[src/rtl/output_packer_pkg.sv]
// Shared configuration and packed-word layout for the output packer and its FIFO.
package output_packer_pkg;

    localparam int DEF_DATA_WIDTH   = 16;
    localparam int DEF_FM_WIDTH     = 128;
    localparam int DEF_FM_HEIGHT    = 128;
    localparam int DEF_OUT_CHANNELS = 64;
    localparam int PACK_DEFAULT       = 4;
    localparam int FIFO_DEPTH_DEFAULT = 8;

    typedef struct packed {
        int data_width;
        int fm_width;
        int fm_height;
        int out_channels;
    } config_t;

    localparam config_t DEFAULT_CFG = '{
        data_width:   DEF_DATA_WIDTH,
        fm_width:     DEF_FM_WIDTH,
        fm_height:    DEF_FM_HEIGHT,
        out_channels: DEF_OUT_CHANNELS
    };

    localparam int DEF_IDX_W  = $clog2(DEF_FM_WIDTH * DEF_FM_HEIGHT * DEF_OUT_CHANNELS);
    localparam int DEF_ADDR_W = DEF_IDX_W - $clog2(PACK_DEFAULT);

    // Word layout at the default configuration; the top re-declares it at its own widths.
    typedef struct packed {
        logic [PACK_DEFAULT-1:0][DEF_DATA_WIDTH-1:0] data;
        logic [DEF_ADDR_W-1:0]                       addr;
        logic [PACK_DEFAULT-1:0]                     strb;
    } word_t;

endpackage

[src/rtl/output_packer_fifo_fwft.sv]
// Registered first-word-fall-through FIFO; the head entry is visible whenever not empty.
module fifo_fwft #(
    parameter int WIDTH = 8,
    parameter int DEPTH = 8,
    localparam int PW = $clog2(DEPTH)
) (
    input  logic             clk,
    input  logic             arst_n,
    input  logic             push,
    input  logic [WIDTH-1:0] push_data,
    input  logic             pop,
    output logic [WIDTH-1:0] pop_data,
    output logic             full,
    output logic             empty
);

    logic [WIDTH-1:0] mem [DEPTH];
    logic [PW-1:0]    rptr;
    logic [PW-1:0]    wptr;
    logic [PW:0]      count;
    logic             do_push;
    logic             do_pop;

    // A push into a full FIFO only lands when the head leaves in the same cycle.
    assign do_push  = push && (!full || pop);
    assign do_pop   = pop && !empty;
    assign full     = (count == (PW+1)'(DEPTH));
    assign empty    = (count == '0);
    assign pop_data = mem[rptr];

    always_ff @(posedge clk) begin
        if (do_push) mem[wptr] <= push_data;
    end

    always_ff @(posedge clk or negedge arst_n) begin
        if (!arst_n) begin
            rptr  <= '0;
            wptr  <= '0;
            count <= '0;
        end else begin
            if (do_push) wptr <= wptr + PW'(1);
            if (do_pop)  rptr <= rptr + PW'(1);
            count <= count + (PW+1)'(do_push) - (PW+1)'(do_pop);
        end
    end

endmodule

[src/rtl/output_packer.sv]
// Packs the convolution core's unthrottled sample stream into PACK-lane words,
// buffers them and presents them on a valid/ready write port with lane strobes.
module output_packer
    import output_packer_pkg::*;
#(
    parameter int DATA_WIDTH         = DEF_DATA_WIDTH,
    parameter int PACK               = PACK_DEFAULT,
    parameter int FIFO_DEPTH         = FIFO_DEPTH_DEFAULT,
    parameter int FEATURE_MAP_WIDTH  = DEF_FM_WIDTH,
    parameter int FEATURE_MAP_HEIGHT = DEF_FM_HEIGHT,
    parameter int OUTPUT_NB_CHANNELS = DEF_OUT_CHANNELS,
    localparam int IDX_W  = $clog2(FEATURE_MAP_WIDTH * FEATURE_MAP_HEIGHT * OUTPUT_NB_CHANNELS),
    localparam int LANE_W = $clog2(PACK),
    localparam int ADDR_W = IDX_W - LANE_W,
    localparam int XW     = $clog2(FEATURE_MAP_WIDTH),
    localparam int YW     = $clog2(FEATURE_MAP_HEIGHT),
    localparam int CW     = $clog2(OUTPUT_NB_CHANNELS)
) (
    input  logic                         clk,
    input  logic                         arst_n,
    input  logic signed [DATA_WIDTH-1:0] out_data,
    input  logic                         out_valid,
    input  logic [XW-1:0]                out_x,
    input  logic [YW-1:0]                out_y,
    input  logic [CW-1:0]                out_ch,
    input  logic                         flush,
    output logic [PACK*DATA_WIDTH-1:0]   wr_data,
    output logic [ADDR_W-1:0]            wr_addr,
    output logic [PACK-1:0]              wr_strb,
    output logic                         wr_valid,
    input  logic                         wr_ready,
    output logic                         overflow,
    output logic                         idle
);

    localparam logic [0:0] EMPTY = 1'b0;
    localparam logic [0:0] OPEN  = 1'b1;

    typedef struct packed {
        logic [PACK-1:0][DATA_WIDTH-1:0] data;
        logic [ADDR_W-1:0]               addr;
        logic [PACK-1:0]                 strb;
    } pword_t;

    logic [0:0]          state_q;
    pword_t              word_q;
    logic                pend_q;
    logic [IDX_W-1:0]    idx;
    logic [ADDR_W-1:0]   waddr;
    logic [LANE_W-1:0]   lane;
    logic                s_open;
    pword_t              s_word;
    logic                first_vld;
    pword_t              first_word;
    logic                close;
    logic                push;
    pword_t              push_word;
    logic                nxt_open;
    logic                nxt_pend;
    logic                pop;
    logic                full;
    logic                empty;
    logic [$bits(pword_t)-1:0] head_raw;
    pword_t              head;

    assign idx   = (IDX_W'(out_ch) * IDX_W'(FEATURE_MAP_HEIGHT) + IDX_W'(out_y))
                   * IDX_W'(FEATURE_MAP_WIDTH) + IDX_W'(out_x);
    assign waddr = idx[IDX_W-1:LANE_W];
    assign lane  = idx[LANE_W-1:0];

    // Pushes are ordered: pending word, then a broken word, then the word this
    // cycle closes. Only the first of these goes out; a second waits in pend_q.
    always_comb begin
        s_open     = (state_q == OPEN) && !pend_q;
        s_word     = word_q;
        first_vld  = pend_q;
        first_word = word_q;
        if (out_valid) begin
            if (s_open && (waddr != s_word.addr)) begin
                first_vld  = 1'b1;
                first_word = s_word;
                s_open     = 1'b0;
            end
            if (!s_open) begin
                s_word.addr = waddr;
                s_word.strb = '0;
            end
            s_word.data[lane] = out_data;
            s_word.strb[lane] = 1'b1;
            s_open            = 1'b1;
        end
        close     = s_open && ((out_valid && (lane == LANE_W'(PACK-1))) || flush);
        push      = first_vld || close;
        push_word = first_vld ? first_word : s_word;
        nxt_open  = s_open && !(close && !first_vld);
        nxt_pend  = close && first_vld;
    end

    always_ff @(posedge clk or negedge arst_n) begin
        if (!arst_n) begin
            state_q  <= EMPTY;
            word_q   <= '0;
            pend_q   <= 1'b0;
            overflow <= 1'b0;
        end else begin
            state_q <= nxt_open ? OPEN : EMPTY;
            word_q  <= s_word;
            pend_q  <= nxt_pend;
            if (push && full && !pop) overflow <= 1'b1;
        end
    end

    fifo_fwft #(
        .WIDTH ($bits(pword_t)),
        .DEPTH (FIFO_DEPTH)
    ) u_fifo (
        .clk       (clk),
        .arst_n    (arst_n),
        .push      (push),
        .push_data (push_word),
        .pop       (pop),
        .pop_data  (head_raw),
        .full      (full),
        .empty     (empty)
    );

    assign head     = empty ? '0 : pword_t'(head_raw);
    assign wr_valid = !empty;
    assign wr_data  = head.data;
    assign wr_addr  = head.addr;
    assign wr_strb  = head.strb;
    assign pop      = wr_valid && wr_ready;
    assign idle     = (state_q == EMPTY) && empty && !pend_q;

endmodule

[config.mk]
export PLATFORM = sky130hd
export DESIGN_NAME = output_packer
export DESIGN_NICKNAME = d
export VERILOG_FILES = /design/src/rtl/output_packer_pkg.sv /design/src/rtl/output_packer_fifo_fwft.sv /design/src/rtl/output_packer.sv
export SDC_FILE = /design/constraint.sdc
export NUM_CORES = 1
export LEC_CHECK = 0
export CAP_MARGIN = 10
export CORE_ASPECT_RATIO = 1.4
export CORE_UTILIZATION = 51
export CTS_BUF_LIST = sky130_fd_sc_hd__clkbuf_8
export DETAILED_ROUTE_END_ITERATION = 12
export GPL_TIMING_DRIVEN = 0
export PLACE_DENSITY_LB_ADDON = 0.15
export SYNTH_ARGS = -nofsm -noshare
export SYNTH_HDL_FRONTEND = slang
export SYNTH_HIERARCHICAL = 1
export SYNTH_SLANG_ARGS = --single-unit
[constraint.sdc]
create_clock -name clk -period 12.3 [get_ports clk]
set_input_delay 3.69 -clock clk [delete_from_list [all_inputs] [get_ports clk]]
set_output_delay 3.69 -clock clk [all_outputs]
set_load 0.05 [all_outputs]
==> impl_metrics.tcl <==
set metrics [dict create \
    path_max_fanout 10 \
    pwr-share-comb 0.427 \
    ys_ff_latch 787 \
    die_w_microns 214 \
    p_switching_w 0.00378 \
    numCtsBuffers 113 \
    cts_tree "built" \
    final_cell_mix "688 x edfxtp_1, 154 x nand2_1, 142 x mux2_2" \
    drv_cap 0 \
    cts_max_level 3 \
    worst_pin_slew_ns 1.08 \
    leakage_nw 13.5 \
    intPower_w 0.00663 \
    final_nets 1938 \
    gp_congestion 0.793 \
    post-route-util 0.607 \
    final_common_cell "edfxtp_1" \
    grt_pass1_wl_mm 106 \
    synth.distinct_cells 41 \
    clock_path_buffers 3 \
    cts_sinks 787 \
    clk_pin_slew_worst_paths_ns 0.06 \
    switching_share 0.363 \
    setup_viol 0 \
    drv_slew 0 \
    antenna_found_initial 1 \
    core_sq_um 62200 \
    die-area_sq_um 64100 \
    initial_utilization 0.518 \
    clock-skew-final_ns 0.0217 \
    cts_hold_buffers 0 \
    yosysSeqAreaShare 0.719 \
    num-fill-cells 4524 \
    dp_hpwl_mm 47.5 \
    grt_usage 0.228 \
    synthCells 1581 \
    grt_max_degree 65 \
    syn_to_final_growth_pct 17.3 \
    fin_area_sq_um 37800 \
    p_clk_frac 0.204 \
    drive_above_1_share 0.230 \
    slew_headroom 0.275 \
    final-hold-violation-count 0 \
    stdcell_count 2808 \
    synth.avg_cell_area_sq_um 20.4 \
    rsz0062_at_grt "no" \
    whs_ns 0.480 \
    firstDrtPassIters 7 \
    routed_wl_mm 71.1 \
    clock-root-buffer "clkbuf_8" \
    cts_resized 0 \
    die_h_microns 299 \
    cp_data_required_time_ns 8.61 \
    ys_warn_count 6 \
    first_global_vias 16859 \
    drtAntennaViolNets 0 \
    wl_per_cell_microns 25.3 \
    dr.first_iter.drc_count 1136 \
    multi_input_area_sq_um 8540 \
    io_pins 130 \
    outcome "completed" \
    viasPerCell 5.64 \
    timing.final.crit_share 0.668 \
    fin_crit_ns 8.22 \
    io_buffers 128 \
    synthTopCellsByArea "edfxtp_1 64%, mux4_1 11%, dfrtp_1 7.7%, mux2_2 5.0%, mux4_2 2.6%" \
    timing.setup.tns_ns 0 \
    synth_nets 1631 \
    path_class "reg -> out" \
    gr-total-overflow 0 \
    postPlaceCellArea_sq_um 35400 \
    cts_setup_buffers 0 \
    endpoint_kind "primary output" \
    seq_area_sq_um 23100 \
    powerDensity_nw_per_um2 276 \
    ys.flop_type "edfxtp_1" \
    synth.largest_area_cell "edfxtp_1" \
    row_count 108 \
    insertion_delay_ns 0.72 \
    dr_total_vias 15851 \
    async_flop_share 0.126 \
    critPathLaunchType "flip-flop" \
    synth_area_sq_um 32200 \
    synth_edf_count 688 \
    p_seq_frac 0.369 \
    hold_path.class "reg -> reg" \
    synth_top_area_frac 0.642 \
    max_freq_mhz 122 \
    drc 0 \
    dp_cells 2598 \
    peakVddDrop_mv 0.229 \
    cp.arrival_ns 4.53 \
]
power by group through the flow:
stage	clock [W]	sequential (W)	combinational, W
after detailed placement	0	0.00390	0.00449
after floorplan	0	0.00394	0.00291
final	0.00212	0.00384	0.00444
after global routing	0.00228	0.00389	0.00467
after CTS	0.00217	0.00385	0.00451
after global placement	0	0.00407	0.00426
critical path, cell delays in order, from the launching register on:
cell             delay [ns]
dfrtp_1                0.35
inv_1                  0.10
ha_1                   0.15
or3b_2                 0.48
inv_1                  0.35
clkbuf_1               0.80
clkbuf_1               0.63
nor2b_1                0.19
clkdlybuf4s50_1        0.76
layer usage:
| metal | share of wire | global-route usage | routed length [microns] |
|---|---|---|---|
| met5 | 0 | 0 | 0 |
| met4 | 0.016 | 0.0663 | 1170 |
| met3 | 0.042 | 0.0299 | 2960 |
| met2 | 0.51 | 0.394 | 36600 |
| met1 | 0.43 | 0.304 | 30400 |
final cells by class:
| type | instances | area share |
|---|---|---|
| Timing Repair Buffer | 192 | 0.0568 |
| Antenna cell | 1 | 0.0000663 |
| Multi-Input combinational cell | 703 | 0.226 |
| Sequential cell | 787 | 0.613 |
| Buffer | 78 | 0.0135 |
| Tap cell | 825 | 0.0273 |
| Inverter | 13 | 0.00129 |
| Clock buffer | 114 | 0.0416 |
| Clock inverter | 95 | 0.0203 |
final timing paths:
kind,start,slack (ns),to,cells past startpoint
setup / recovery,u_fifo/count[2],4.08,wr_data[41],8
hold / removal,word_q[0],0.48,word_q[0],1
setup reg to reg,word_q[17],8.09,u_fifo/mem[4][59],13
hold reg to reg,word_q[0],0.48,word_q[0],1
max in group asynchronous,arst_n,8.58,word_q[73],2
min in group asynchronous,arst_n,2.97,word_q[8],1
cells in the mapped netlist (2+ instances only):
master / count
mux2_1: 60
edfxtp_1: 688
xor2_1: 17
dfrtp_1: 99
a21o_1: 6
mux4_2: 37
nor4_1: 5
buf_6: 26
buf_2: 16
nor3_1: 6
xnor2_1: 7
inv_1: 11
nand2b_1: 3
clkbuf_1: 30
ha_1: 8
a22o_1: 4
nand3_1: 5
nor2_1: 7
nand3b_1: 3
clkinv_1: 2
nand2_1: 154
nor2b_1: 88
mux4_1: 135
mux2_2: 142
buf_1: 6
state kept, by name, summed over array words and instances (netlist names):
register	count
overflow	1
pend_q	1
state_q	1
u_fifo/count	4
u_fifo/mem	688
u_fifo/rptr	3
u_fifo/wptr	3
word_q	86
cell families (layout without fill, tap and decap cells):
kind of cell	count (synthesis)	after routing	share of synthesized area
adders and majority gates	9	9	0.00373
AOI/OAI and AO/OA	17	17	0.00467
DFF	787	787	0.719
xor gates and xnor gates	24	24	0.00653
other	0	1	0
and+or+nand+nor	279	279	0.0419
muxes	374	374	0.207
buffers and inverters	91	492	0.0173
per-stage QoR:
step / setup slack, ns / power (W)
4_1_cts: 3.95 / 0.0105
6_report: 4.08 / 0.0104
3_3_place_gp: -6.50 / 0.00833
3_5_place_dp: 4.27 / 0.00839
2_1_floorplan: 1.06 / 0.00686
5_1_grt: 3.90 / 0.0108
(Power assumes the default switching activity.)
